File: config.mk
export PLATFORM = sky130hd
export DESIGN_NAME = reg4_write_arbiter
export DESIGN_NICKNAME = d
export VERILOG_FILES = /design/src/rtl/reg4_write_arbiter.sv
export SDC_FILE = /design/constraint.sdc
export NUM_CORES = 1
export LEC_CHECK = 0
export ABC_AREA = 1
export BUFFER_PORTS_ARGS = -buffer_cell sky130_fd_sc_hd__buf_2
export CORE_MARGIN = 4
export CORE_UTILIZATION = 37
export CTS_BUF_LIST = sky130_fd_sc_hd__clkbuf_16
export DETAILED_ROUTE_END_ITERATION = 10
export MAX_ROUTING_LAYER = met4
export PLACE_DENSITY_LB_ADDON = 0.08
export SYNTH_ARGS = -nofsm -noshare
export SYNTH_HDL_FRONTEND = slang
export SYNTH_SLANG_ARGS = --single-unit
File: constraint.sdc
create_clock -name clk -period 1.9 [get_ports clk]
set_clock_uncertainty 0.1 [all_clocks]
set_input_delay 0.38 -clock clk [delete_from_list [all_inputs] [get_ports clk]]
set_output_delay 0.38 -clock clk [all_outputs]
set_load 0.02 [all_outputs]
File: src/rtl/reg4_write_arbiter.sv
// Round-robin write arbiter for a shared ce-gated register.
// Grants one requester, drives a single write cycle, then acks.
module reg4_write_arbiter #(
  parameter int N_REQ = 4,
  parameter int WIDTH = 4,
  parameter int IDX_W = 2
) (
  input  logic                   clk,
  input  logic                   clr,
  input  logic [N_REQ-1:0]       req,
  input  logic [N_REQ*WIDTH-1:0] d_in,
  output logic [N_REQ-1:0]       gnt,
  output logic [N_REQ-1:0]       ack,
  output logic                   reg_ce,
  output logic [WIDTH-1:0]       reg_d,
  output logic [IDX_W-1:0]       owner,
  output logic                   busy
);

  typedef enum logic [1:0] {
    IDLE,
    WRITE,
    ACK
  } state_t;

  state_t           state;
  state_t           state_nxt;
  logic [IDX_W-1:0] rr;
  logic [IDX_W-1:0] rr_nxt;
  logic [IDX_W-1:0] owner_nxt;
  logic [IDX_W-1:0] win;
  logic [IDX_W-1:0] cand;
  logic             found;
  logic [N_REQ-1:0] gnt_nxt;
  logic [N_REQ-1:0] ack_nxt;
  logic             reg_ce_nxt;
  logic [WIDTH-1:0] reg_d_nxt;
  logic             busy_nxt;
  logic [WIDTH-1:0] slice [N_REQ];

  for (genvar i = 0; i < N_REQ; i++) begin : g_slice
    assign slice[i] = d_in[i*WIDTH +: WIDTH];
  end

  // First set request strictly after rr, wrapping past N_REQ-1.
  always_comb begin
    found = 1'b0;
    win   = '0;
    cand  = '0;
    for (int k = 1; k <= N_REQ; k++) begin
      cand = IDX_W'((int'(rr) + k) % N_REQ);
      if (!found && req[cand]) begin
        found = 1'b1;
        win   = cand;
      end
    end
  end

  always_ff @(posedge clk or posedge clr) begin
    if (clr) begin
      state <= IDLE;
    end else begin
      state <= state_nxt;
    end
  end

  always_comb begin
    state_nxt  = state;
    rr_nxt     = rr;
    owner_nxt  = owner;
    gnt_nxt    = gnt;
    ack_nxt    = ack;
    reg_ce_nxt = reg_ce;
    reg_d_nxt  = reg_d;
    busy_nxt   = busy;
    unique case (state)
      IDLE: begin
        if (found) begin
          state_nxt  = WRITE;
          rr_nxt     = win;
          owner_nxt  = win;
          gnt_nxt    = N_REQ'(1) << win;
          reg_d_nxt  = slice[win];
          reg_ce_nxt = 1'b1;
          busy_nxt   = 1'b1;
        end
      end
      WRITE: begin
        state_nxt  = ACK;
        reg_ce_nxt = 1'b0;
        ack_nxt    = N_REQ'(1) << owner;
      end
      ACK: begin
        state_nxt = IDLE;
        gnt_nxt   = '0;
        ack_nxt   = '0;
        busy_nxt  = 1'b0;
      end
      default: begin
        state_nxt = IDLE;
      end
    endcase
  end

  always_ff @(posedge clk or posedge clr) begin
    if (clr) begin
      rr     <= IDX_W'(N_REQ - 1);
      owner  <= '0;
      gnt    <= '0;
      ack    <= '0;
      reg_ce <= 1'b0;
      reg_d  <= '0;
      busy   <= 1'b0;
    end else begin
      rr     <= rr_nxt;
      owner  <= owner_nxt;
      gnt    <= gnt_nxt;
      ack    <= ack_nxt;
      reg_ce <= reg_ce_nxt;
      reg_d  <= reg_d_nxt;
      busy   <= busy_nxt;
    end
  end

endmodule
### After elaboration in Yosys (flattened, before gate mapping)

Index checks and enable logic that the tools add are counted.
Widths: inputs -> output; s select.

* shift-type cells: 2
* equal/unequal tests: 3
* magnitude comparators: 5
* reduce and logical (&&, ||, !) cells: 13
* $add $sub $neg: 4
* bitwise gates (word level): 1
* divide/modulo/power cells: 0
* multiplexer cells: 27
* multipliers: 0

Operators by type and width (number)
* $pmux 4 s2: 2
* $lt 2x3->1 const B: 4
* $mux 4: 3
* $mux 2: 5
* $mux 1: 9
* $bmux 1 s2: 4
* $bmux 4 s2: 1
* $shl 1x2->4 const A: 2
* $reduce_and 2->1: 3
* $reduce_bool 2->1: 3
* $add 2x1->2 const B: 2
* $add 2x2->2 const B: 2
* $pmux 1 s2: 2
* $pmux 2 s2: 1
* $ge 3x3->1 const B: 1
* $logic_and 1x1->1: 3
* $logic_not 1->1: 3
* $not 2->3: 1
* $eq 2x1->1 const B: 1
* $eq 2x2->1 const B: 1
* $logic_not 2->1: 1
* $ne 2x2->1 const B: 1

* word-level logic and storage cells: 63
* memory bits (read-only): 0
* memory bits (writable): 0
* output and inout port bits: 16
* bits in registers: 20
* latch bits: 0
* memories: 0

### Longest topological paths before layout

Gate-level depths: netlist (run 1).

* depth in word-level cells: 17
* gate-level depth with buffers: 16

### Least setup slack after synthesis (run 1)

No wires, ideal clock.

* path type: register -> register
* from: register rr[1]
* to: register reg_d[2]
* arrival: 1.672 ns
* cell stages (with the launch flop): 17
* path slack: 0.011 ns
* setup time: 0.116 ns
* path buffers: 1
* path through: dfstp_2 -> inv_1 -> nand2_1 -> nand2_2 -> nand2_2 -> nand2_4 -> nor2_4 -> nand3_2 -> nand2_4 -> nand2_2 -> buf_6 -> nand2_2 -> nand2_1 -> nand2_1 -> nand2_1 -> nand2_1 -> nand2_1

* word-level cells in the longest chain between the ends: 17

RTL lines
* start, declared: line 28 `logic [IDX_W-1:0] rr;`
* start signal, assigned: line 107 `rr <= IDX_W'(N_REQ - 1);`
* start signal, assigned: line 115 `rr <= rr_nxt;`
* $add 2x1->2: line 51 `cand = IDX_W'((int'(rr) + k) % N_REQ);`
* $bmux 1 s2: line 52 `if (!found && req[cand]) begin`
* $mux 1 (not written as such): line 52
* $mux 1: line 52
* $logic_not 1->1: line 52
* $logic_and 1x1->1: line 52
* $mux 1: line 52
* $logic_not 1->1: line 52
* $logic_and 1x1->1: line 52
* $mux 1: line 52
* $logic_not 1->1: line 52
* $logic_and 1x1->1: line 52
* $mux 2: line 52
* $not 2->3 (not written as such): line 83 `reg_d_nxt = slice[win];`
* $bmux 4 s2: line 83
* $mux 4 (not written as such) (2 in series): line 83
* end signal, assigned: line 120 `reg_d <= reg_d_nxt;`
* end, declared: line 15 `output logic [WIDTH-1:0] reg_d,`

Several ways; a longest one is shown, not always the timed one. The select of a mux whose other input is x is not followed.
A chain may end at the register's enable or synchronous reset.

### Worst setup path after layout (run 1)

* from: register rr[0]
* to: register reg_d[1]

The elaborated chain is that of the path after synthesis.

==> results.rst, run 1 <==
.. list-table::
   :header-rows: 1

   * - Metric
     - Value
   * - Worst path max stage delay
     - 0.60 ns
   * - Min cycle time layout
     - 2.05 ns
   * - Average detailed-routed wire length per instance
     - 11.6 microns
   * - Gate count after technology mapping
     - 176
   * - Critical Path Sink Type
     - flip-flop
   * - Avg Cell Area, Syn
     - 7.34 sq um
   * - DRT Wirelength
     - 3.31 mm
   * - Final number of setup-violating endpoints
     - 16
   * - Largest area contributor in the netlist
     - dfrtp_1
   * - Weighted congestion reported at the end of routability-driven placement
     - 0.749
   * - Worst-margin pin slew
     - 0.254 ns
   * - Required time reported for the critical path endpoint
     - 1.99 ns
   * - Antenna Nets Post-Route
     - 0
   * - Die area
     - 4500 sq um
   * - All-Layer GR Usage
     - 15.6%
   * - Remaining design rule violation count
     - 0
   * - # Max-Cap Violations
     - 0
   * - Number of enable flip-flop cells after synthesis
     - 0
   * - Most frequent cell after synthesis
     - nand2_1
   * - Sequential cell area fraction in the yosys report
     - 39.0%
   * - Top-area cell type share of the netlist area
     - 34.9%
   * - Number of global-route vias before repair
     - 1274
   * - Critical setup path kind
     - reg2reg
   * - Pre-CTS setup slack
     - -0.139 ns
   * - Worst Hold Class
     - in2async
   * - Worst-skew pair later-pin latency
     - 0.25 ns
   * - Post-synth net total
     - 202
   * - Buffers on Ports
     - 37
   * - Family of cells with the greatest summed delay on the critical path
     - simple AND/OR/NAND/NOR gates
   * - Remaining global-route overflow
     - 0
   * - H-tree depth
     - 1
   * - Vias post-DR
     - 1310
   * - Violation count after the first detailed-routing iteration
     - 41
   * - Register bit total from synthesis
     - 20
   * - Number of nets in the final layout
     - 265
   * - Placement Rows
     - 21
   * - Upper clock frequency limit
     - 489 MHz
   * - Fraction of final layout cells with drive strength greater than 1
     - 54.2%
   * - Violations in the final reports
     - setup timing
   * - Final instance count without filler cells
     - 284
   * - Maximum number of pins on one net before global-route repair
     - 21
   * - Top post-synthesis cells by area
     - dfrtp_1 (35%), nand2_1 (17%), nand2_2 (8.7%)
   * - Number of pins with negative max-slew slack in the final report
     - 0
   * - Cell types with the highest counts after synthesis
     - nand2_1 (60), inv_1 (24), dfrtp_1 (18), nand2_2 (18), nand3_1 (15)
   * - Slowest CP cell
     - dfstp_2
   * - IO Pins
     - 38
   * - Maximum root-to-sink buffer count
     - 2
   * - PnR worst setup slack
     - -0.146 ns
   * - Overall die height
     - 67.1 microns
   * - Worst path arrival time
     - 2.14 ns
   * - Share of synthesized registers carrying an async set or reset
     - 100%
   * - Status
     - finished with violations
   * - Inserted Clock Buffers
     - 3
   * - Total core area
     - 3360 sq um
   * - Post-synth top flop
     - dfrtp_1
   * - Cell mode on critical path
     - nand2_1
   * - Unrepaired setup endpoints after global routing
     - true
   * - Biggest fanout along the worst timing path
     - 8
   * - Final worst path period share
     - 108%
   * - Master cell of the clock root buffer
     - clkbuf_16
   * - Number of warnings issued by yosys
     - 0
   * - Number of inserted diodes
     - 0
   * - Hold Violations, Final
     - 0
   * - CTS Hold Bufs
     - 0
   * - Area of the mapped netlist
     - 1290 sq um
   * - Worst Path Buf+Inv
     - 2
   * - Starting utilization of the core area
     - 38.4%
   * - Per-cell via count in the routed design
     - 4.61
   * - CP Cell Sequence
     - clkinv_4 -> nand2_2 -> nand2_2 -> nand2_2 -> nand2_4 -> nor2_4 -> nand3_4 -> nand2_4 -> buf_8 -> nand3_1 -> nand2_1 -> nand2_1 -> nand2_1 -> nand2_1 -> nand2_1
   * - DP Wirelength
     - 2.39 mm
   * - Rel. slew slack
     - 83.1%
   * - Cell total after placement
     - 270
   * - Initial antenna violation count
     - 0
   * - TritonCTS clock tree
     - done
   * - Die span in x
     - 67.1 microns
   * - CP startpoint kind
     - flip-flop
   * - Number of detailed-routing iterations run before antenna repair
     - 4
   * - Global-route wire length before repair
     - 5.21 mm
   * - Unique masters post-synth
     - 21
   * - Area delta synth->final
     - 49.7%
   * - Setup TNS
     - -1.60 ns
   * - Num Clock Sinks
     - 20
   * - Filler Cells Inserted
     - 344
   * - Clk slew on worst S/H paths
     - 0.05 ns
[metrics by stage]
| stage | hold slack (ns) | cell area (sq um) | util, % |
|---|---|---|---|
| finish | 0.0380 | 1930 | 57.5 |
| global route | 0.0585 | 1930 | 57.5 |
| CTS | 0.0441 | 1720 | 51.1 |
| detailed placement | 0.314 | 1610 | 47.8 |
| global placement | 0.311 | 1610 | 47.8 |
| floorplan | 0.242 | 1290 | - |
[kinds of logic after synthesis]
group	after synthesis	synth area share (%)
flops	20	39.0
compound gates	20	9.40
fa+ha+maj	4	3.88
buf+inv	29	9.79
simple gates	103	38.0
[registers in the layout, indices dropped and copies added (netlist names)]
register  count
ack           4
gnt           4
reg_d         4
owner         2
rr            2
state         2
busy          1
reg_ce        1
[cells in the final DEF, fill, tap and decap left out, drive strengths merged]
cell type,instances
a21boi,1
a21oi,1
buf,60
clkbuf,3
clkinv,2
dfrtp,18
dfstp,2
ha,4
inv,26
nand2,80
nand3,16
nand3b,1
nor2,6
o21ai,14
o32ai,4
[area by class of cell]
| cell class | instances | area, sq um | area share (%) |
|---|---|---|---|
| clock buffer | 3 | 75.1 | 3.88 |
| tap | 46 | 57.6 | 2.98 |
| multi-input combinational | 127 | 796 | 41.2 |
| sequential | 20 | 503 | 26.0 |
| clock inverter | 1 | 3.75 | 0.194 |
| inverter | 27 | 109 | 5.63 |
| timing repair buffer | 60 | 389 | 20.1 |
[tightest hold or removal path, delay by kind of cell]
family                 cells  cell delay, ns
buffers and inverters      3            0.39
[worst paths after layout]
check                          from  endpoint  slack (ns)  cells after the start
setup / recovery              rr[0]  reg_d[1]       -0.15                     15
hold / removal                  clr    gnt[3]        0.04                      3
setup reg to reg              rr[0]  reg_d[1]       -0.15                     15
hold reg to reg            reg_d[3]  reg_d[3]        0.38                      2
max in group asynchronous       clr     rr[0]        1.39                      3
min in group clk           reg_d[3]  reg_d[3]        0.38                      2
[per-layer routing]
layer	global-route usage (%)	wire, microns	part of all wire (%)
met5	-	0	0
met4	7.59	63	1.9
met3	1.85	125	3.8
met2	27.1	1720	52
met1	17.5	1400	42
[what timing repair did]
item,in CTS,in global routing
setup buffers,1,9
endpoints found under the setup margin,16,16
resized for setup,12,47
pin swaps,4,24
Power of run 1 is left out: the tool's default activity adds up to more than one toggle a clock period on the data nets, which glitch-free logic cannot reach.
==> run 2: changes to the inputs <==
--- a/config.mk
+++ b/config.mk
@@ -12,7 +12,7 @@
 export CTS_BUF_LIST = sky130_fd_sc_hd__clkbuf_16
 export DETAILED_ROUTE_END_ITERATION = 10
 export MAX_ROUTING_LAYER = met4
-export PLACE_DENSITY_LB_ADDON = 0.08
+export PLACE_DENSITY = 0.61
 export SYNTH_ARGS = -nofsm -noshare
 export SYNTH_HDL_FRONTEND = slang
 export SYNTH_SLANG_ARGS = --single-unit
==> run 2 against run 1 <==
Compared with the run above: critical path depth decreased by 3; setup slack improved by 0.040 ns; hold slack got worse by 0.0041 ns; final cell count decreased by 0.35%; sequential cell count unchanged; fmax increased by 2.0%; non-clock buffer count decreased by 1; the flow still finishes with violations (setup timing).
==> results.rst, run 2 (same netlist as run 1, synthesis figures left out) <==
.. list-table::
   :header-rows: 1

   * - Metric
     - Value
   * - Status
     - finished with violations
   * - Violations in the final reports
     - setup timing
   * - Placement Rows
     - 21 (unchanged)
   * - Number of nets in the final layout
     - 264 (-0.38%)
   * - Fraction of final layout cells with drive strength greater than 1
     - 49.8% (-4.4 points)
   * - Inserted Clock Buffers
     - 3 (unchanged)
   * - Global-route wire length before repair
     - 4.80 mm (-7.8%)
   * - Largest registers in the final layout
     - ack: 4 flops, gnt: 4 flops, reg_d: 4 flops
   * - Final instance count without filler cells
     - 283 (-0.35%)
   * - Average detailed-routed wire length per instance
     - 10.9 microns (-6.4%)
   * - Upper clock frequency limit
     - 498 MHz (+2.0%)
   * - Most used cells in the layout excluding fill and tap cells
     - nand2_1 (47), buf_2 (37), nand2_2 (27)
   * - Hold WS
     - 0.0339 ns (-0.00407 ns)
   * - Rel. slew slack
     - 83.1% (about the same)
   * - Number of inserted diodes
     - 0 (unchanged)
   * - Biggest fanout along the worst timing path
     - 8 (unchanged)
   * - All-Layer GR Usage
     - 13.9% (-1.7 points)
   * - Master cell of the clock root buffer
     - clkbuf_16
   * - Area of placed instances
     - 1620 sq um (+0.47%)
   * - H-tree depth
     - 1 (unchanged)
   * - Overall die height
     - 67.1 microns (unchanged)
   * - Number of pins with negative max-slew slack in the final report
     - 0 (unchanged)
   * - Die span in x
     - 67.1 microns (unchanged)
   * - Worst-margin pin slew
     - 0.254 ns (+0.0000124 ns)
   * - Min cycle time layout
     - 2.01 ns (-0.0395 ns)
   * - Setup TNS
     - -1.34 ns (+0.262 ns)
   * - TritonCTS clock tree
     - done
   * - Vias post-DR
     - 1270 (-3.1%)
   * - Maximum number of pins on one net before global-route repair
     - 21 (unchanged)
   * - Antenna Nets Post-Route
     - 0 (unchanged)
   * - DRT Wirelength
     - 3.09 mm (-6.7%)
   * - Starting utilization of the core area
     - 38.4% (unchanged)
   * - Number of detailed-routing iterations run before antenna repair
     - 6 (+2)
   * - Initial antenna violation count
     - 0 (unchanged)
   * - Cell total after placement
     - 271 (+0.37%)
   * - Weighted congestion reported at the end of routability-driven placement
     - 0.746 (-0.43%)
   * - PnR worst setup slack
     - -0.107 ns (+0.0395 ns)
   * - Critical Path Sink Type
     - flip-flop
   * - Die area
     - 4500 sq um (unchanged)
   * - Total core area
     - 3360 sq um (unchanged)
   * - # Max-Cap Violations
     - 0 (unchanged)
   * - Num Clock Sinks
     - 20 (unchanged)
   * - DP Wirelength
     - 2.19 mm (-8.7%)
   * - CP startpoint kind
     - flip-flop
   * - Buffers on Ports
     - 37 (unchanged)
   * - Remaining global-route overflow
     - 0 (unchanged)
   * - Worst path arrival time
     - 2.05 ns (-0.09 ns)
   * - Per-cell via count in the routed design
     - 4.49 (-2.7%)
   * - Required time reported for the critical path endpoint
     - 1.94 ns (-0.05 ns)
   * - Final number of setup-violating endpoints
     - 16 (unchanged)
   * - Violation count after the first detailed-routing iteration
     - 33 (-20%)
   * - Final worst path period share
     - 106% (-2.1 points)
   * - Unrepaired setup endpoints after global routing
     - true
   * - Area delta synth->final
     - 47.7%
   * - Post-Layout Inst Area
     - 1910 sq um (-1.4%)
   * - Clk slew on worst S/H paths
     - 0.06 ns (about the same)
   * - Remaining design rule violation count
     - 0 (unchanged)
   * - Hold Violations, Final
     - 0 (unchanged)
   * - Worst-skew pair later-pin latency
     - 0.25 ns (about the same)
   * - Maximum root-to-sink buffer count
     - 2 (unchanged)
   * - Critical setup path kind
     - reg2reg
   * - IO Pins
     - 38 (unchanged)
   * - Leading cell type in the layout, fill and taps excluded
     - nand2_1
   * - Number of global-route vias before repair
     - 1144 (-10%)
   * - Worst Hold Class
     - in2async
==> run 2: cell types whose count changed in the layout (fill, tap and decap cells not counted), moves of 2 or more <==
cell / delta
nand2_2: -8
nand2_1: +6
nand3_1: +6
nand3_2: -6
inv_2: +2
nand2_4: +2
==> run 2: per-stage QoR <==
step | worst slack, ns | util [%]
CTS | -0.0584 | 53.1
global route | -0.235 | 56.7
floorplan | 0.0114 | -
detailed placement | -0.111 | 48.1
global placement | -0.130 | 48.1
finish | -0.107 | 56.7
==> run 2: worst max-delay path: stages, from the launching register on <==
cell,delay (ns)
dfstp_2,0.59
clkinv_4,0.12
nand2_2,0.08
nand2_2,0.07
nand2_2,0.08
nand2_4,0.07
nor2_4,0.13
nand3b_1,0.18
nand2_2,0.14
inv_2,0.06
buf_4,0.15
nand2_2,0.07
o21ai_1,0.06
==> run 2: layout make-up <==
type	count	area [sq um]
Clock inverter	1	30.0
Sequential cell	20	503
Clock buffer	3	75.1
Timing Repair Buffer	59	362
Fill cell	352	1460
Tap cell	46	57.6
Multi-Input combinational cell	127	773
Inverter	27	106
==> run 2: per-layer routing <==
layer | up-vias | share of wire [%] | GRT usage, %
li1 | 671 | - | -
met1 | 582 | 44 | 17.7
met2 | 15 | 53 | 23.3
met3 | 2 | 2.0 | 2.02
met4 | 0 | 0.55 | 3.04
met5 | - | 0 | -
==> run 2: path summary, 6_finish.rpt <==
check / from / to / slack [ns] / depth (start not counted)
worst max-delay path: rr[0] / owner[0] / -0.11 / 12
worst min-delay path: clr / ack[1] / 0.03 / 3
worst max register to register: rr[0] / owner[0] / -0.11 / 12
worst min register to register: reg_d[2] / reg_d[2] / 0.39 / 2
max in group asynchronous: clr / rr[1] / 1.40 / 3
min in group clk: reg_d[2] / reg_d[2] / 0.39 / 2
==> run 2: timing repair <==
item                                    4_1_cts  5_1_grt
hold buffers                                  0        0
hold endpoints to repair                      0        0
endpoints found under the setup margin       16       16
pin swaps                                     5       12
gates resized for setup                      24       25
gates cloned                                  0        0
setup buffers                                 3        5
Power of run 2 is left out for the same reason.
==> run 3: changes to the inputs <==
==> constraint.sdc (replaced) <==
create_clock -name clk -period 1.9 [get_ports clk]
set_clock_uncertainty 0.1 [all_clocks]
set_input_delay 0.475 -clock clk [delete_from_list [all_inputs] [get_ports clk]]
set_output_delay 0.475 -clock clk [all_outputs]
set_load 0.02 [all_outputs]
==> run 3 against run 2 <==
Compared with the run above: the run still ends with setup timing left; hold slack gained 0.10 ns; global-route usage grew 0.23 points; sequential cell count is the same; via count grew 1.9%; final cell count is the same; setup slack lost 0.0094 ns; die area is the same; design area grew 3.3%; sequential share of layout area shrank 0.84 points; first-iteration DRC count grew 58%; utilization grew 1.9 points; critical path type unchanged; critical endpoint is now reg_d[3]; largest cell class unchanged.
==> results.rst, run 3 (same netlist as run 1, synthesis figures left out) <==
.. list-table::
   :header-rows: 1

   * - Metric
     - Value
   * - Status
     - finished with violations
   * - Violations in the final reports
     - setup timing
   * - Leading cell type in the layout, fill and taps excluded
     - nand2_1
   * - Hold WS
     - 0.137 ns (+0.103 ns)
   * - Critical setup path kind
     - reg2reg
   * - Rel. slew slack
     - 81.9% (-1.1 points)
   * - CP startpoint kind
     - flip-flop
   * - Antenna Nets Post-Route
     - 0 (unchanged)
   * - Hold Violations, Final
     - 0 (unchanged)
   * - Violation count after the first detailed-routing iteration
     - 52 (+58%)
   * - TritonCTS clock tree
     - done
   * - CP Cell Sequence
     - clkinv_4 -> nand2_2 -> nand2_2 -> nand2_2 -> nand2_4 -> nor2_4 -> nand3_4 -> nor2_2 -> nor2_4 -> buf_4 -> nand2_1 -> nand2_1 -> nand2_1 -> nand2_1
   * - Filler Cells Inserted
     - 324 (-8.0%)
   * - Worst Path Buf+Inv
     - 2 (-1)
   * - Worst-skew pair later-pin latency
     - 0.25 ns (about the same)
   * - Most used cells in the layout excluding fill and tap cells
     - nand2_1 (46), buf_2 (37), nand2_2 (30)
   * - Per-cell via count in the routed design
     - 4.57 (+1.9%)
   * - Placement Rows
     - 21 (unchanged)
   * - Starting utilization of the core area
     - 38.4% (unchanged)
   * - Post-Layout Inst Area
     - 1970 sq um (+3.3%)
   * - H-tree depth
     - 1 (unchanged)
   * - Die area
     - 4500 sq um (unchanged)
   * - Num Clock Sinks
     - 20 (unchanged)
   * - FF-to-FF Start
     - rr[0]
   * - CTS Hold Bufs
     - 0 (unchanged)
   * - Initial antenna violation count
     - 0 (unchanged)
   * - Remaining design rule violation count
     - 0 (unchanged)
   * - Final number of setup-violating endpoints
     - 16 (unchanged)
   * - Final worst path period share
     - 106% (+0.49 points)
   * - All-Layer GR Usage
     - 14.1% (+0.23 points)
   * - IO Pins
     - 38 (unchanged)
   * - Fraction of final layout cells with drive strength greater than 1
     - 53.2% (+3.4 points)
   * - # Max-Cap Violations
     - 0 (unchanged)
   * - Cell mode on critical path
     - nand2_1
   * - Weighted congestion reported at the end of routability-driven placement
     - 0.818 (+9.7%)
   * - Global-route wire length before repair
     - 4.84 mm (+0.85%)
   * - Upper clock frequency limit
     - 496 MHz (-0.47%)
   * - Number of nets in the final layout
     - 264 (unchanged)
   * - DP Wirelength
     - 2.23 mm (+2.1%)
   * - Master cell of the clock root buffer
     - clkbuf_16
   * - Final instance count without filler cells
     - 283 (unchanged)
   * - Unrepaired setup endpoints after global routing
     - true
   * - Number of pins with negative max-slew slack in the final report
     - 0 (unchanged)
   * - Total area of sequential cells
     - 503 sq um (unchanged)
   * - Area of the multi-input gates
     - 805 sq um (+4.0%)
   * - Maximum number of pins on one net before global-route repair
     - 21 (unchanged)
   * - Min cycle time layout
     - 2.02 ns (+0.00939 ns)
   * - Required time reported for the critical path endpoint
     - 1.95 ns (about the same)
   * - Inserted Clock Buffers
     - 3 (unchanged)
   * - Biggest fanout along the worst timing path
     - 7 (-1)
   * - Number of detailed-routing iterations run before antenna repair
     - 4 (-2)
   * - Remaining global-route overflow
     - 0 (unchanged)
   * - Average detailed-routed wire length per instance
     - 10.9 microns (-0.32%)
   * - Vias post-DR
     - 1294 (+1.9%)
   * - Worst Setup SP
     - rr[0]
   * - Worst Hold Class
     - in2async
   * - Slowest CP cell
     - dfstp_2
   * - Area of placed instances
     - 1620 sq um (unchanged)
   * - Area delta synth->final
     - 52.5%
   * - DRT Wirelength
     - 3.08 mm (-0.32%)
   * - Buffers on Ports
     - 37 (unchanged)
   * - Largest registers in the final layout
     - ack: 4 flops, gnt: 4 flops, reg_d: 4 flops
   * - Die span in x
     - 67.1 microns (unchanged)
   * - Worst path arrival time
     - 2.06 ns (about the same)
   * - Maximum root-to-sink buffer count
     - 2 (unchanged)
   * - Worst-margin pin slew
     - 0.271 ns (+0.0168 ns)
   * - Number of inserted diodes
     - 0 (unchanged)
   * - Critical Path Sink Type
     - flip-flop
   * - Worst path max stage delay
     - 0.59 ns (about the same)
   * - Total core area
     - 3360 sq um (unchanged)
   * - Cell total after placement
     - 271 (unchanged)
   * - Clk slew on worst S/H paths
     - 0.06 ns (about the same)
   * - Number of global-route vias before repair
     - 1117 (-2.4%)
   * - Family of cells with the greatest summed delay on the critical path
     - simple AND/OR/NAND/NOR gates
   * - PnR worst setup slack
     - -0.116 ns (-0.00939 ns)
   * - Overall die height
     - 67.1 microns (unchanged)
## run 3: area by class of cell
cell class	count	area share, %
clock inverters	1	1.52
repair buffers	59	19.6
flip-flops and latches	20	25.5
multi-input cells	127	40.9
clock buffers	3	3.81
well taps	46	2.92
inverters	27	5.78
## run 3: timing repair
action	CTS	global route
resized for setup	21	40
setup endpoints to repair	14	16
pin swaps	10	15
setup buffers	2	6
## run 3: worst reg2reg max path, cell delays in order (launching register included)
cell and delay [ns]:
dfstp_2 0.59, clkinv_4 0.11, nand2_2 0.08, nand2_2 0.06, nand2_2 0.09, nand2_4 0.08
nor2_4 0.15, nand3_4 0.09, nor2_2 0.13, nor2_4 0.06, buf_4 0.15, nand2_1 0.07
nand2_1 0.05, nand2_1 0.05, nand2_1 0.05
## run 3: final timing paths
check,slack [ns],depth (start not counted),endpoint
min in group clk,0.38,2,reg_ce
setup / recovery,-0.12,14,reg_d[3]
hold reg to reg,0.38,2,reg_ce
hold / removal,0.14,3,state[0]
max in group asynchronous,1.29,3,rr[1]
setup reg to reg,-0.12,14,reg_d[3]
## run 3: through the flow
step	setup WS [ns]	util, %	TNS, ns
finish	-0.116	58.6	-1.08
global route	-0.246	58.6	-3.14
CTS	-0.0467	53.4	-0.170
detailed placement	-0.124	48.1	-0.831
global placement	-0.136	48.1	-0.916
floorplan	0.0114	-	0
## run 3: per-layer routing
metal	wire length, microns	vias up	share of wire [%]	global-route usage [%]
met5	0	-	0	-
met4	0	0	0	2.28
met3	104	0	3.4	3.20
met2	1580	21	51	21.3
met1	1390	602	45	19.6
li1	-	671	-	-
Power of run 3 is left out for the same reason.
